## src/rtl/inst_encoder.sv

```systemverilog
// RV32I field-set encoder feeding a small output FIFO.
// Unsupported op_codes store a NOP tagged with an error bit and bump a saturating counter.
module inst_encoder #(
    parameter int RS    = 5,
    parameter int RD    = 5,
    parameter int DEPTH = 4
) (
    input  logic                       clk,
    input  logic                       rst_n,
    input  logic                       in_valid,
    output logic                       in_ready,
    input  logic [4:0]                 op_code,
    input  logic [3:0]                 sub_op_code,
    input  logic [RS-1:0]              rs1,
    input  logic [RS-1:0]              rs2,
    input  logic [RD-1:0]              rd,
    input  logic [31:0]                imm,
    input  logic [4:0]                 shift_size,
    output logic                       out_valid,
    input  logic                       out_ready,
    output logic [31:0]                out_inst,
    output logic                       out_err,
    output logic [$clog2(DEPTH):0]     count,
    output logic [7:0]                 err_cnt
);

    localparam int AW = $clog2(DEPTH);
    localparam logic [AW:0] FULL = (AW+1)'(DEPTH);
    localparam logic [31:0] NOP  = 32'h0000_0013;

    typedef enum logic [4:0] {
        OP_LOAD   = 5'b00000,
        OP_IMM    = 5'b00100,
        OP_AUIPC  = 5'b00101,
        OP_STORE  = 5'b01000,
        OP_REG    = 5'b01100,
        OP_LUI    = 5'b01101,
        OP_BRANCH = 5'b11000,
        OP_JALR   = 5'b11001,
        OP_JAL    = 5'b11011
    } opcode_e;

    logic [4:0]  rs1_f, rs2_f, rd_f;
    logic [2:0]  f3;
    logic        b30;
    logic [31:0] enc_inst;
    logic        enc_err;

    logic [32:0]   mem [DEPTH];
    logic [AW-1:0] wr_ptr, rd_ptr;
    logic          push, pop;

    // Register indices are normalised to the 5-bit instruction fields.
    always_comb begin
        rs1_f = 5'(rs1);
        rs2_f = 5'(rs2);
        rd_f  = 5'(rd);
        f3    = sub_op_code[2:0];
        b30   = sub_op_code[3];
    end

    always_comb begin
        enc_inst = NOP;
        enc_err  = 1'b0;
        case (op_code)
            OP_LUI, OP_AUIPC:
                enc_inst = {imm[31:12], rd_f, op_code, 2'b11};
            OP_IMM: begin
                if (f3 == 3'b001 || f3 == 3'b101)
                    enc_inst = {1'b0, b30, 5'b00000, shift_size, rs1_f, f3, rd_f, op_code, 2'b11};
                else
                    enc_inst = {imm[11:0], rs1_f, f3, rd_f, op_code, 2'b11};
            end
            OP_REG:
                enc_inst = {1'b0, b30, 5'b00000, rs2_f, rs1_f, f3, rd_f, op_code, 2'b11};
            OP_LOAD:
                enc_inst = {imm[11:0], rs1_f, f3, rd_f, op_code, 2'b11};
            OP_STORE:
                enc_inst = {imm[11:5], rs2_f, rs1_f, f3, imm[4:0], op_code, 2'b11};
            OP_JAL:
                enc_inst = {imm[20], imm[10:1], imm[11], imm[19:12], rd_f, op_code, 2'b11};
            OP_JALR:
                enc_inst = {imm[11:0], rs1_f, 3'b000, rd_f, op_code, 2'b11};
            OP_BRANCH:
                enc_inst = {imm[12], imm[10:5], rs2_f, rs1_f, f3, imm[4:1], imm[11], op_code, 2'b11};
            default: begin
                enc_inst = NOP;
                enc_err  = 1'b1;
            end
        endcase
    end

    // in_ready looks only at occupancy, so a full FIFO refuses a push even during a pop.
    always_comb begin
        in_ready  = rst_n && (count < FULL);
        out_valid = (count != '0);
        push      = in_valid && in_ready;
        pop       = out_valid && out_ready;
        out_inst  = out_valid ? mem[rd_ptr][31:0] : '0;
        out_err   = out_valid ? mem[rd_ptr][32]   : 1'b0;
    end

    always_ff @(posedge clk) begin
        if (push)
            mem[wr_ptr] <= {enc_err, enc_inst};
    end

    always_ff @(posedge clk or negedge rst_n) begin
        if (!rst_n) begin
            wr_ptr  <= '0;
            rd_ptr  <= '0;
            count   <= '0;
            err_cnt <= '0;
        end else begin
            if (push)
                wr_ptr <= wr_ptr + 1'b1;
            if (pop)
                rd_ptr <= rd_ptr + 1'b1;
            case ({push, pop})
                2'b10:   count <= count + 1'b1;
                2'b01:   count <= count - 1'b1;
                default: count <= count;
            endcase
            if (push && enc_err && err_cnt != '1)
                err_cnt <= err_cnt + 1'b1;
        end
    end

endmodule

```

## config.mk

```make
export PLATFORM = sky130hd
export DESIGN_NAME = inst_encoder
export DESIGN_NICKNAME = d
export VERILOG_FILES = /design/src/rtl/inst_encoder.sv
export SDC_FILE = /design/constraint.sdc
export NUM_CORES = 1
export LEC_CHECK = 0
export CAP_MARGIN = 20
export CORE_ASPECT_RATIO = 2
export CORE_MARGIN = 2
export CORE_UTILIZATION = 45
export CTS_CLUSTER_DIAMETER = 150
export DETAILED_ROUTE_END_ITERATION = 12
export PLACE_DENSITY = 0.7
export SLEW_MARGIN = 0
export SYNTH_ARGS = -nofsm -noshare
export SYNTH_HDL_FRONTEND = slang
export SYNTH_SLANG_ARGS = --single-unit
```

## constraint.sdc

```tcl
create_clock -name clk -period 2.6 [get_ports clk]
set_input_delay 0.39 -clock clk [delete_from_list [all_inputs] [get_ports clk]]
set_output_delay 0.39 -clock clk [all_outputs]
set_load 0.005 [all_outputs]
```

# Word-level counts from Yosys, hierarchy flattened
# Memories as Yosys holds them, arrays and structs flattened.
# Index checks and enable logic that the tools add are counted.
word_totals:
  reg_bits: 15
  latchBits: 0
  mem_bits_rw: 132
  rom_bits: 0
  in_bits: 65
  out_inout_bits: 46
  wordCells: 43
  n_memories: 1
op_classes:
  add_sub_neg: 5
  multipliers: 0
  n_div: 0
  magnitude_cmp: 1
  n_eq_ne: 13
  n_shift: 0
  muxes: 8
  bitwise_logic: 0
  n_reduce_logical: 11
mem_list:
  columns: ["name", "words", "word_bits", "read_ports", "rd_ports_with_merged_regs", "write_ports", "line", "text"]
  rows:
  - ["mem", 4, 33, 1, 0, 1, "49", "logic [32:0] mem [DEPTH];"]
ops:
  columns: ["operator", "n"]
  rows:
  - ["$pmux 32 s8", 1]
  - ["$mux 32", 2]
  - ["$eq 5x4->1 const B", 3]
  - ["$eq 5x5->1 const B", 3]
  - ["$eq 5x3->1 const B", 2]
  - ["$reduce_or 9->1", 1]
  - ["$add 8x1->8 const B", 1]
  - ["$ne 8x8->1 const B", 1]
  - ["$pmux 3 s2", 1]
  - ["$logic_and 1x1->1", 5]
  - ["$logic_not 5->1", 1]
  - ["$add 2x1->2 const B", 2]
  - ["$mux 1", 4]
  - ["$add 3x1->3 const B", 1]
  - ["$eq 3x1->1 const B", 1]
  - ["$eq 3x3->1 const B", 1]
  - ["$lt 3x3->1 const B", 1]
  - ["$reduce_bool 3->1", 1]
  - ["$sub 3x1->3 const B", 1]
  - ["$eq 2x1->1 const B", 1]
  - ["$eq 2x2->1 const B", 1]
  - ["$reduce_bool 2->1", 1]
  - ["$reduce_or 2->1", 1]
  - ["$logic_or 1x1->1", 1]

# Depth between registers and ports, before layout
# Gate-level depths: netlist of run 1.
depth:
  word_depth: 5
  ltp_mapped: 9
  ltp_nobuf: 8

# Least setup slack after synthesis of run 1
# Ideal clock, no wire load.
synth_path:
  path_kind: "reg-to-output"
  start: "register rd_ptr[0]"
  end: "output out_inst[10]"
  arrival_time_ps: 1573
  path_slack_ps: 637
  path_stages_with_launch: 5
  path_buffers: 2
  cell_sequence: "dfrtp_1 > clkbuf_1 > buf_2 > mux4_2 > and2_1"
synth_between:
  elab_chain_cells: 2
synth_lines:
  columns: ["item", "line", "text"]
  rows:
  - ["start, declared", "50", "logic [AW-1:0] wr_ptr, rd_ptr;"]
  - ["start signal, assigned", "118", "rd_ptr <= rd_ptr + 1'b1;"]
  - ["$mem_v2 4x33", null, null]
  - ["$mux 32", "99", "out_inst = out_valid ? mem[rd_ptr][31:0] : '0;"]
  - ["end, declared", "21", "output logic [31:0] out_inst,"]
# Every way passes these cells.

# Worst setup path after layout of run 1
layout_path:
  start: "register rd_ptr[0]"
  end: "output out_inst[23]"
# Same word-level chain as after synthesis.

==> results.yml, run 1 <==
critical_path:
  path_cells: "buf_12, mux4_2, and2_1, clkdlybuf4s50_1"
  crit_fanout: 13
  endpoint_kind: "output pin"
  crit_arrival_ns: 2.13
  start_kind: "register"
  max_stage_delay_ns: 0.52
  r2r_slack_ns: 0.45
  slowest_stage: "mux4_2"
  worstRegToRegCells: 9
  required_ns: 2.21
  critical_path_class: "reg2out"
placed_design:
  hpwl_um: 8840
  dpl_cell_area_sq_um: 7510
  place.port_buffers: 110
  dp.cells: 641
  gp_congestion: 0.898
route:
  wl_per_cell_um: 19.3
  vias: 3720
  drt-initial-drc-count: 331
  totalWireLength_um: 13000
  post-route-drc-count: 0
  via_per_inst: 5.53
  ant_nets: 0
  dr.pass1.iters: 5
synth:
  ys_async_sr_fraction_pct: 10.8
  yosysTopAreaCell: "edfxtp_1"
  ys_seq_area_share_pct: 67.7
  synth_ff_type: "edfxtp_1"
  yosys.area.top_type_share_pct: 61.5
  syn_nets: 440
  syn-cell-area_sq_um: 6050
  syn_inst: 368
  synth.avg_cell_area_sq_um: 16.4
  synth_seq_cells: 139
  synth_area_leaders: "edfxtp_1 (62%), mux4_2 (12%), dfrtp_1 (6.2%)"
  synth_edf_count: 124
  synth_warnings: 0
  netlist-cell-type-count: 41
final_layout:
  final_core_util_pct: 61.2
  nets: 577
  stdcell_count: 673
  final_area_sq_um: 8130
  drive_above_1_share_pct: 18.5
  syn2layout_area_growth_pct: 34.4
  diodes: 0
min_path:
  min_path_type: "in2async"
sta:
  finalSetupTns_ns: 0
  hold_violations: 0
  worstMarginPinSlew_ns: 0.666
  fin_crit_ns: 2.52
  fin_skew_ns: 0.0111
  fmax_mhz: 397
  relSlewSlack_pct: 55.3
  finalMaxSlewViolations: 0
  rsz0062_at_grt: "false"
  setup_violations: 0
  finalCritPeriodShare_pct: 96.8
cts:
  root_buffer: "clkbuf_16"
  clk_latency_ns: 0.41
  cts-hold-fix-buffers: 0
  cts_buffers: 17
  clkTransAtPathRegs_ns: 0.06
  cts_tree: "done"
  htreeDepth: 4
  cts_sinks: 139
  cts.path.max_buffers: 2
pwr:
  p_sw_mw: 2.02
  internal_power_mw: 5.73
  p_comb_share_pct: 32.9
  p_sw_share_pct: 26.1
  leakage_nw: 3.03
  cellPowerDensity_nw_per_um2: 953
  finalPower_mw: 7.75
  irDropWorstVdd_mv: 0.688
  pwr-share-clk_pct: 30.9
  seqPwrFrac_pct: 36.2
global_route:
  antenna_found_initial: 0
  grt_pass1_wl_um: 20300
  grt_pass1_vias: 3837
  grt_start_max_net_pins: 26
  use_met1_pct: 24.6
  grtUsageMet3_pct: 4.95
  grt_overflow: 0
  use_met2_pct: 31.3
  grt_use_total_pct: 19.1
  grt_busiest_layer: "met2"
floorplanning:
  die_y_um: 168
  row_count: 60
  start_util_pct: 45.5
  boundaryPins: 111
  die_w_um: 86.0
  fp.dieArea_sq_um: 14400
  core_area_sq_um: 13300
run:
  drv_cap: 0
status:
  status: "complete, no violations"
worst paths after layout:
kind,startpoint,endpoint
worst max register to register,count[2],count[2]
max in group asynchronous,rst_n,rd_ptr[0]
worst max-delay path,rd_ptr[0],out_inst[23]
min in group clk,err_cnt[6],err_cnt[6]
worst min register to register,err_cnt[6],err_cnt[6]
worst min-delay path,rst_n,count[0]
power groups by stage:
stage	combinational, mW	clock [mW]	sequential, mW
2_1_floorplan	1.37	0	2.82
3_3_place_gp	2.69	0	2.85
3_5_place_dp	2.69	0	2.85
4_1_cts	2.65	2.43	2.81
5_1_grt	2.78	2.51	2.83
6_report	2.55	2.39	2.81
worst max-delay path: cells and delay by family, from the launching register on:
kind | cells | cell delay [ns]
muxes | 1 | 0.52
buffers and inverters | 2 | 0.61
and+or+nand+nor | 1 | 0.18
DFF | 1 | 0.40
layer usage:
metal	vias up	share of wire, %
met1	1850	40
li1	1698	-
met5	-	0
met4	0	1.1
met3	9	7.5
met2	163	51
cells in the mapped netlist (all sizes together) (4+ instances only):
cell type and instances:
and2 38, buf 12, clkbuf 8, edfxtp 124
dfrtp 15, nor2 13, a22o 18, inv 7
a21oi 6, nand4 4, nand2 24, nor3 6
nor2b 5, xor2 6, a222oi 4, nand3 6
mux4 31, o21ai 5, ha 6, xnor2 7
nand2b 4
state kept, by name, summed over array words and instances (netlist names):
| register | flops |
|---|---|
| mem | 124 |
| err_cnt | 8 |
| count | 3 |
| rd_ptr | 2 |
| wr_ptr | 2 |
stage by stage:
stage | setup slack [ns] | hold slack [ns]
6_report | 0.0823 | 0.319
5_1_grt | 0.0145 | 0.348
4_1_cts | 0.00508 | 0.313
3_5_place_dp | 0.235 | 0.512
3_3_place_gp | 0.277 | 0.486
2_1_floorplan | 0.637 | 0.0944
logic make-up after synthesis:
| family | Yosys count | synth area share [%] |
|---|---|---|
| AOI/OAI and AO/OA | 40 | 5.17 |
| xor gates and xnor gates | 13 | 1.88 |
| adders and majority gates | 7 | 1.57 |
| buffers and inverters | 27 | 2.01 |
| DFF | 139 | 67.7 |
| muxes | 33 | 11.9 |
| and+or+nand+nor | 109 | 9.74 |
layout by cell type, fill, tap and decap left out, types with 5 or more instances in the layout:
cell type        netlist  layout
edfxtp_1             124     124
inv_1                  6       6
nand3_1                6       6
dlymetal6s2s_1         0      12
nor2_1                13      13
and2_1                38      37
xor2_1                 6       6
nand2_1               24      24
buf_4                  3      24
clkbuf_16              0      17
dfrtp_1               15      14
xnor2_1                7       7
ha_1                   6       6
a21oi_1                6       6
dlygate4sd2_1          0       9
clkdlybuf4s50_1        0      89
a22o_1                18      18
nor2b_1                5       5
mux4_2                31      31
cell type report:
type	count	area, sq um
Tap cell	155	194
Inverter	7	26.3
Sequential cell	139	4100
Clock buffer	18	429
Clock inverter	14	170
Multi-Input combinational cell	202	1830
Timing Repair Buffer	138	1380
Fill cell	1011	5150
timing repair:
item                                    CTS  global route
gates resized for setup                  10            12
setup buffers                             0             0
endpoints found under the setup margin    9            12
Power figures use the tool's default switching activity.
==> run 2: changes to the inputs <==
Settings changed: CTS_BUF_LIST set to sky130_fd_sc_hd__clkbuf_8 sky130_fd_sc_hd__clkbuf_16.
==> run 2 against run 1 <==
Combinational power about the same. Non-clock buffer count unchanged. Via count up 0.16%. Largest cell class unchanged. Sequential power about the same. Sequential share of layout area unchanged. Clock power about the same. Flip-flop and latch count unchanged.
==> results.yml, run 2 (synthesis results as in run 1) <==
status:
  status: "complete, no violations"
placed_design:
  place.port_buffers: 110
  gp_congestion: 0.898
  place_ws_ns: 0.235
  hpwl_um: 8840
cts:
  cts_tree: "done"
  cts_setup_buffers: 0
  cts.path.max_buffers: 2
  clkTransAtPathRegs_ns: 0.06
  cts_sinks: 139
  root_buffer: "clkbuf_16"
  clk_latency_ns: 0.41
  htreeDepth: 4
  cts_buffers: 17
final_layout:
  regMostFlops: "mem"
  area.sequential_sq_um: 4100
  multi_input_area_sq_um: 1830
  largest_reg_flops: 124
  fill_cells: 1011
  diodes: 0
  final_cell_mix: "edfxtp_1 (124), clkdlybuf4s50_1 (89), and2_1 (37)"
  nets: 577
  syn2layout_area_growth_pct: 34.4
  top_regs: "mem x124, err_cnt x8, count x3"
  drive_above_1_share_pct: 18.5
  layout_commonest_cell: "edfxtp_1"
global_route:
  grt_pass1_vias: 3837
  antenna_found_initial: 0
  grt_start_max_net_pins: 26
  grt_overflow: 0
  grt_pass1_wl_um: 20300
  grt_use_total_pct: 19.1
critical_path:
  critical_path_class: "reg2out"
  start_kind: "register"
  required_ns: 2.21
  crit_path_start: "rd_ptr[0]"
  r2r_start: "count[2]"
  endpoint_kind: "output pin"
  crit_fanout: 13
  crit_arrival_ns: 2.13
pwr:
  p_comb_share_pct: 32.9
  finalPower_mw: 7.75
  seqPwrFrac_pct: 36.2
  leakage_nw: 3.04
  internal_power_mw: 5.73
  cellPowerDensity_nw_per_um2: 952
  p_sw_share_pct: 26.1
  pwr-share-clk_pct: 30.9
  p_sw_mw: 2.02
  irDropWorstVdd_mv: 0.688
route:
  drt-initial-drc-count: 331
  dr.pass1.iters: 7
  wl_per_cell_um: 19.3
  vias: 3726
  ant_nets: 0
  via_per_inst: 5.54
  post-route-drc-count: 0
  totalWireLength_um: 13000
floorplanning:
  core_area_sq_um: 13300
  row_count: 60
  start_util_pct: 45.5
  fp.dieArea_sq_um: 14400
  boundaryPins: 111
  die_w_um: 86.0
  die_y_um: 168
sta:
  finalSetupTns_ns: 0
  fin_skew_ns: 0.0111
  fin_ws_ns: 0.0823
  worstMarginPinSlew_ns: 0.666
  rsz0062_at_grt: "false"
  finalCritPeriodShare_pct: 96.8
  relSlewSlack_pct: 55.3
  fin_crit_ns: 2.52
  setup_violations: 0
  hold_violations: 0
  fmax_mhz: 397
  finalMaxSlewViolations: 0
run:
  drv_cap: 0
min_path:
  min_path_type: "in2async"
==> run 2: cell count changes in the layout (fill, tap and decap cells not counted) <==
cell,change
inv_1,+1
clkbuf_1,-1
==> run 2: repair_timing <==
| action | 4_1_cts | 5_1_grt |
|---|---|---|
| resized for setup | 10 | 12 |
| hold buffers | 0 | 0 |
| pin swaps | 0 | 0 |
| setup endpoints to repair | 9 | 12 |
==> run 2: final cells by class <==
type | count | share of cell area, %
clock buffers | 17 | 5.23
clock inverters | 15 | 2.14
inverters | 7 | 0.323
multi-input cells | 202 | 22.5
flip-flops and latches | 139 | 50.4
well taps | 155 | 2.38
repair buffers | 138 | 17.0
==> run 2: final timing paths <==
path	endpoint	slack (ns)	cells past startpoint
worst max register to register	count[2]	0.45	9
worst max-delay path	out_inst[23]	0.08	4
min in group clk	err_cnt[6]	0.51	1
worst min register to register	err_cnt[6]	0.51	1
worst min-delay path	count[0]	0.32	2
max in group asynchronous	rd_ptr[0]	2.08	2
==> run 2: routing by layer <==
layer | track usage [%] | routed length (um) | vias up
li1 | - | - | 1699
met3 | 4.95 | 983 | 9
met5 | 0 | 0 | -
met4 | 6.00 | 147 | 0
met2 | 31.3 | 6660 | 162
met1 | 24.6 | 5190 | 1856
==> run 2: metrics by stage <==
| stage | instance area (sq um) | hold WS [ns] | cells | utilization [%] |
|---|---|---|---|---|
| floorplan | 6050 | 0.0944 | 368 | - |
| global placement | 7510 | 0.486 | 641 | 56.5 |
| detailed placement | 7510 | 0.512 | 641 | 56.5 |
| CTS | 8100 | 0.313 | 673 | 61.0 |
| global route | 8130 | 0.348 | 673 | 61.2 |
| finish | 8130 | 0.319 | 673 | 61.2 |
==> run 2: power groups by stage <==
stage	combinational, mW	sequential [mW]	clock (mW)
5_1_grt	2.78	2.83	2.51
2_1_floorplan	1.37	2.82	0
3_3_place_gp	2.69	2.85	0
3_5_place_dp	2.69	2.85	0
4_1_cts	2.65	2.81	2.42
6_report	2.55	2.81	2.39
==> run 2: worst max-delay path: stages (launching register included) <==
cell and delay, ns:
dfrtp_2 0.40, buf_12 0.17, mux4_2 0.52, and2_1 0.18
clkdlybuf4s50_1 0.44
==> run 3: changes to the inputs <==
Settings changed: PLACE_DENSITY 0.7 to not set, PLACE_DENSITY_LB_ADDON set to 0.12.
==> run 3 against run 2 <==
Register-to-register slack better by 0.02 ns. Sequential power about the same. Maximum frequency down 0.43%. Total power up 1.2%. Critical path depth unchanged. Final cell count up 0.30%. Sequential share of layout area down 0.27 points. Flip-flop and latch count unchanged. Clock skew down 0.0071 ns. Non-clock buffer count up 2. Clock power about the same. Critical endpoint is now out_inst[15]. Largest power group unchanged. Highest routed layer unchanged.
==> results.yml, run 3 (synthesis results as in run 1) <==
sta:
  worstMarginPinSlew_ns: 0.610
  fin_crit_ns: 2.53
  finalCritPeriodShare_pct: 97.2
  relSlewSlack_pct: 59.0
  fin_skew_ns: 0.00407
  finalMaxSlewViolations: 0
  finalSetupTns_ns: 0
  fmax_mhz: 396
  hold_violations: 0
  rsz0062_at_grt: "false"
  setup_violations: 0
  fin_ws_ns: 0.0716
floorplanning:
  die_w_um: 86.0
  fp.dieArea_sq_um: 14400
  boundaryPins: 111
  row_count: 60
  core_area_sq_um: 13300
  die_y_um: 168
  start_util_pct: 45.5
route:
  totalWireLength_um: 13000
  dr.pass1.iters: 5
  drt-initial-drc-count: 232
  wl_per_cell_um: 19.2
  via_per_inst: 5.48
  post-route-drc-count: 0
  ant_nets: 0
  vias: 3696
critical_path:
  slowest_stage: "mux4_2"
  max_stage_delay_ns: 0.50
  worstRegToRegCells: 9
  r2r_start: "count[2]"
  path_cells: "buf_12, mux4_2, and2_1, clkdlybuf4s50_1"
  crit_path_start: "rd_ptr[0]"
  critical_path_class: "reg2out"
  r2r_slack_ns: 0.47
  crit_arrival_ns: 2.14
  crit_fanout: 15
  required_ns: 2.21
  start_kind: "register"
  endpoint_kind: "output pin"
  r2r-end: "count[2]"
pwr:
  irDropWorstVdd_mv: 0.617
  finalPower_mw: 7.84
  cellPowerDensity_nw_per_um2: 959
  leakage_nw: 3.03
status:
  status: "complete, no violations"
cts:
  clkTransAtPathRegs_ns: 0.06
  root_buffer: "clkbuf_16"
  cts.path.max_buffers: 2
  htreeDepth: 4
  cts_buffers: 17
  clk_latency_ns: 0.41
  cts_tree: "done"
  cts-hold-fix-buffers: 0
  cts_sinks: 139
global_route:
  grt_pass1_vias: 3796
  grt_pass1_wl_um: 20000
  antenna_found_initial: 0
  grt_start_max_net_pins: 32
  grt_use_total_pct: 18.8
  grt_overflow: 0
final_layout:
  final_core_util_pct: 61.5
  multi_input_area_sq_um: 1830
  fill_cells: 1012
  nets: 579
  syn2layout_area_growth_pct: 35.1
  area.sequential_sq_um: 4100
  layout_commonest_cell: "edfxtp_1"
  regMostFlops: "mem"
  final_cell_mix: "edfxtp_1 (124), clkdlybuf4s50_1 (95), and2_1 (37)"
  largest_reg_flops: 124
  drive_above_1_share_pct: 19.2
  top_regs: "mem x124, err_cnt x8, count x3"
  diodes: 0
min_path:
  min_path_type: "in2async"
run:
  drv_cap: 0
placed_design:
  place.port_buffers: 110
  gp_congestion: 0.825
  hpwl_um: 8810
  place_ws_ns: 0.207
## run 3: per-layer routing
layer / part of all wire, % / up-vias / track usage (%)
met5: 0 / - / 0
met4: 1.8 / 0 / 6.56
met3: 6.5 / 22 / 5.10
met2: 50 / 158 / 30.6
met1: 41 / 1803 / 24.3
li1: - / 1713 / -
## run 3: cell type report
type | instances | area share [%]
Multi-Input combinational cell | 202 | 22.4
Clock buffer | 17 | 5.20
Clock inverter | 15 | 2.13
Inverter | 7 | 0.321
Sequential cell | 139 | 50.1
Tap cell | 155 | 2.37
Timing Repair Buffer | 140 | 17.4
## run 3: report_power, final
group | switching (mW) | internal, mW | total, mW
Combinational | 1.03 | 1.61 | 2.64
Clock | 0.954 | 1.45 | 2.40
Sequential | 0.118 | 2.68 | 2.80
Total | 2.10 | 5.74 | 7.84
## run 3: repair_timing
| item | CTS | global route |
|---|---|---|
| endpoints found under the setup margin | 6 | 14 |
| resized for setup | 5 | 11 |
| setup buffers | 1 | 4 |
## run 3: stage by stage
stage | hold WS (ns) | instance area (sq um) | cells
2_1_floorplan | 0.0944 | 6050 | 368
3_3_place_gp | 0.503 | 7510 | 638
3_5_place_dp | 0.495 | 7510 | 638
4_1_cts | 0.347 | 8120 | 671
5_1_grt | 0.366 | 8180 | 675
6_report | 0.356 | 8180 | 675
## run 3: worst max-delay path by stage
stage | end | slack (ns)
2_1_floorplan | out_inst[10] | 0.64
3_3_place_gp | mem[3][24] | 0.22
3_5_place_dp | mem[1][22] | 0.21
4_1_cts | out_inst[30] | 0.003
5_1_grt | out_inst[29] | 0.0009
6_report | out_inst[15] | 0.07
## run 3: worst max-delay path, delay by kind of cell (launching register included)
kind,cells,cell delay (ns)
simple gates,1,0.18
mux,1,0.50
flops,1,0.41
buf+inv,2,0.62
==> patch: new RTL, flow settings as in run 2 <==
Make the reset (`rst_n`) synchronous in one clocked block.
--- a/src/rtl/inst_encoder.sv
+++ b/src/rtl/inst_encoder.sv
@@ -105,7 +105,7 @@
             mem[wr_ptr] <= {enc_err, enc_inst};
     end
 
-    always_ff @(posedge clk or negedge rst_n) begin
+    always_ff @(posedge clk) begin
         if (!rst_n) begin
             wr_ptr  <= '0;
             rd_ptr  <= '0;
Formal check against the unedited RTL: differs if rst_n is asserted again (counterexample within 4 cycles, from zero or initial values and one cycle with rst_n low); with rst_n held inactive, the same outputs for 4 cycles.
==> patch against run 2 <==
  * Clock skew decreased by 0.00085 ns
  * Routed wire length increased by 17%
  * Area after synthesis increased by 1.3%
  * Critical endpoint is now out_inst[21]
  * Power is 8.3% lower
  * Cell count rose by 4.5%
  * Cell area rose by 2.8%
  * Synthesized cell count grew 3.5%
  * Sequential power shrank 4%
  * Setup slack lost 0.013 ns
  * Register-to-register slack improved by 0.07 ns
  * Sequential cell count rose by 2
  * Non-clock buffer count rose by 19
  * Die area increased by 1.3%
==> patch: results (changes against run 2) <==
Worst setup path
  – R2r setup slk: 0.52 ns (+0.07 ns)
  – FF-to-FF Start: count[2]
  – CP Max Fanout: 8 (-5)

Drt
  – Via count: 3939 (+5.7%)
  – Vias per cell: 5.60 (+1.2%)
  – Wl on met1: 5260 um (+1.3%)
  – Iter 0 DRT Violations: 258 (-22%)
  – Met2 WL: 8950 um (+34%)
  – WL/cell: 21.7 um (+12%)
  – TritonRoute pass-1 iters: 4 (-3)

Power
  – Static Leak: 0.00295 uW (-3.0%)

Place
  – Pre-CTS setup slack: -0.0832 ns (-0.318 ns)
  – Placed Cells: 663 (+3.4%)
  – Dpl hpwl: 10800 um (+22%)

Global routing
  – Largest net degree at the start of global routing: 36 (+38%)
  – GRT Resource Usage Total: 21.0% (+2.0 points)
  – First-pass GRT wire length: 22400 um (+10%)
  – Number of global-route vias before repair: 4051 (+5.6%)

Layout
  – Nets: 607 (+5.2%)
  – Largest regs: mem (124), err_cnt (8), count (3)
  – Layout fillers: 1017 (+0.59%)
  – Share of cells above drive strength 1: 22.1% (+3.5 points)

Timing
  – Tcrit/Tclk final: 97.3% (+0.52 points)
  – Layout Skew: 0.0103 ns (-0.000846 ns)

Yosys
  – Top cells by count, synth: edfxtp_1, and2_1, mux4_2
  – Area contributors post-synth: edfxtp_1, mux4_2, dfxtp_1, and2_1, a22o_1
  – Post-Syn Nets: 453 (+3.0%)
  – Mapped Cells: 381 (+3.5%)
  – Sequential share of the synthesized area: 66.3% (-1.5 points)
  – Yosys cell types: 50 (+22%)
  – Async set or reset register ratio after synthesis: 0% (-11 points)

Status
  – Status: completed

Hold path
  – Hold_sp: err_cnt[6]
  – Hold Path Class: reg -> reg
-- patch: cell type report --
type | count | area share (%)
Sequential cell | 141 | 48.6
Multi-Input combinational cell | 208 | 23.2
Timing Repair Buffer | 157 | 18.4
Clock buffer | 17 | 5.09
Tap cell | 155 | 2.32
Clock inverter | 15 | 1.93
Inverter | 10 | 0.449
-- patch: where the power goes --
group | total [uW] | internal (uW) | switching, uW | leakage (uW)
Sequential | 2690 | 2610 | 77.6 | 0.00129
Clock | 2330 | 1420 | 910 | 0.000279
Combinational | 2080 | 1250 | 834 | 0.00138
-- patch: cell families (layout without fill, tap and decap cells) --
family	Yosys count	in the layout	share of synthesized area, %
mux	34	34	11.9
buf+inv	32	199	2.20
flops	141	141	66.3
xor+xnor	5	5	0.714
simple gates	107	107	10.5
compound gates	55	55	6.82
fa+ha+maj	7	7	1.55
-- patch: tightest hold or removal path: cells and delay by family, from the launching register on --
kind | cells | cell delay [ns]
simple gates | 1 | 0.06
mux | 1 | 0.05
flops | 1 | 0.33
-- patch: path summary, 6_finish.rpt --
check                       to  depth (start not counted)
setup / recovery  out_inst[21]                          4
hold / removal      err_cnt[6]                          2
setup reg to reg      count[2]                          8
hold reg to reg     err_cnt[6]                          2
-- patch: layer usage --
| layer | up-vias | GRT usage [%] |
|---|---|---|
| li1 | 1827 | - |
| met1 | 1944 | 23.2 |
| met2 | 154 | 38.9 |
| met3 | 14 | 4.24 |
| met4 | 0 | 7.47 |
| met5 | - | 0 |
-- patch: per-stage QoR --
stage          instance area [um2]  utilization [%]  hold WS (ns)  TNS (ns)
6_report                      8360             62.6         0.496         0
5_1_grt                       8360             62.6         0.527         0
4_1_cts                       8250             61.8         0.500         0
3_5_place_dp                  7670             57.4         0.489    -0.333
3_3_place_gp                  7670             57.4         0.483    -0.199
2_1_floorplan                 6130                -         0.471         0
-- patch: repair_timing --
action	CTS	global route
setup buffers	0	6
hold buffers	0	0
gates resized for setup	12	1
endpoints found under the setup margin	10	21
gates cloned	0	2
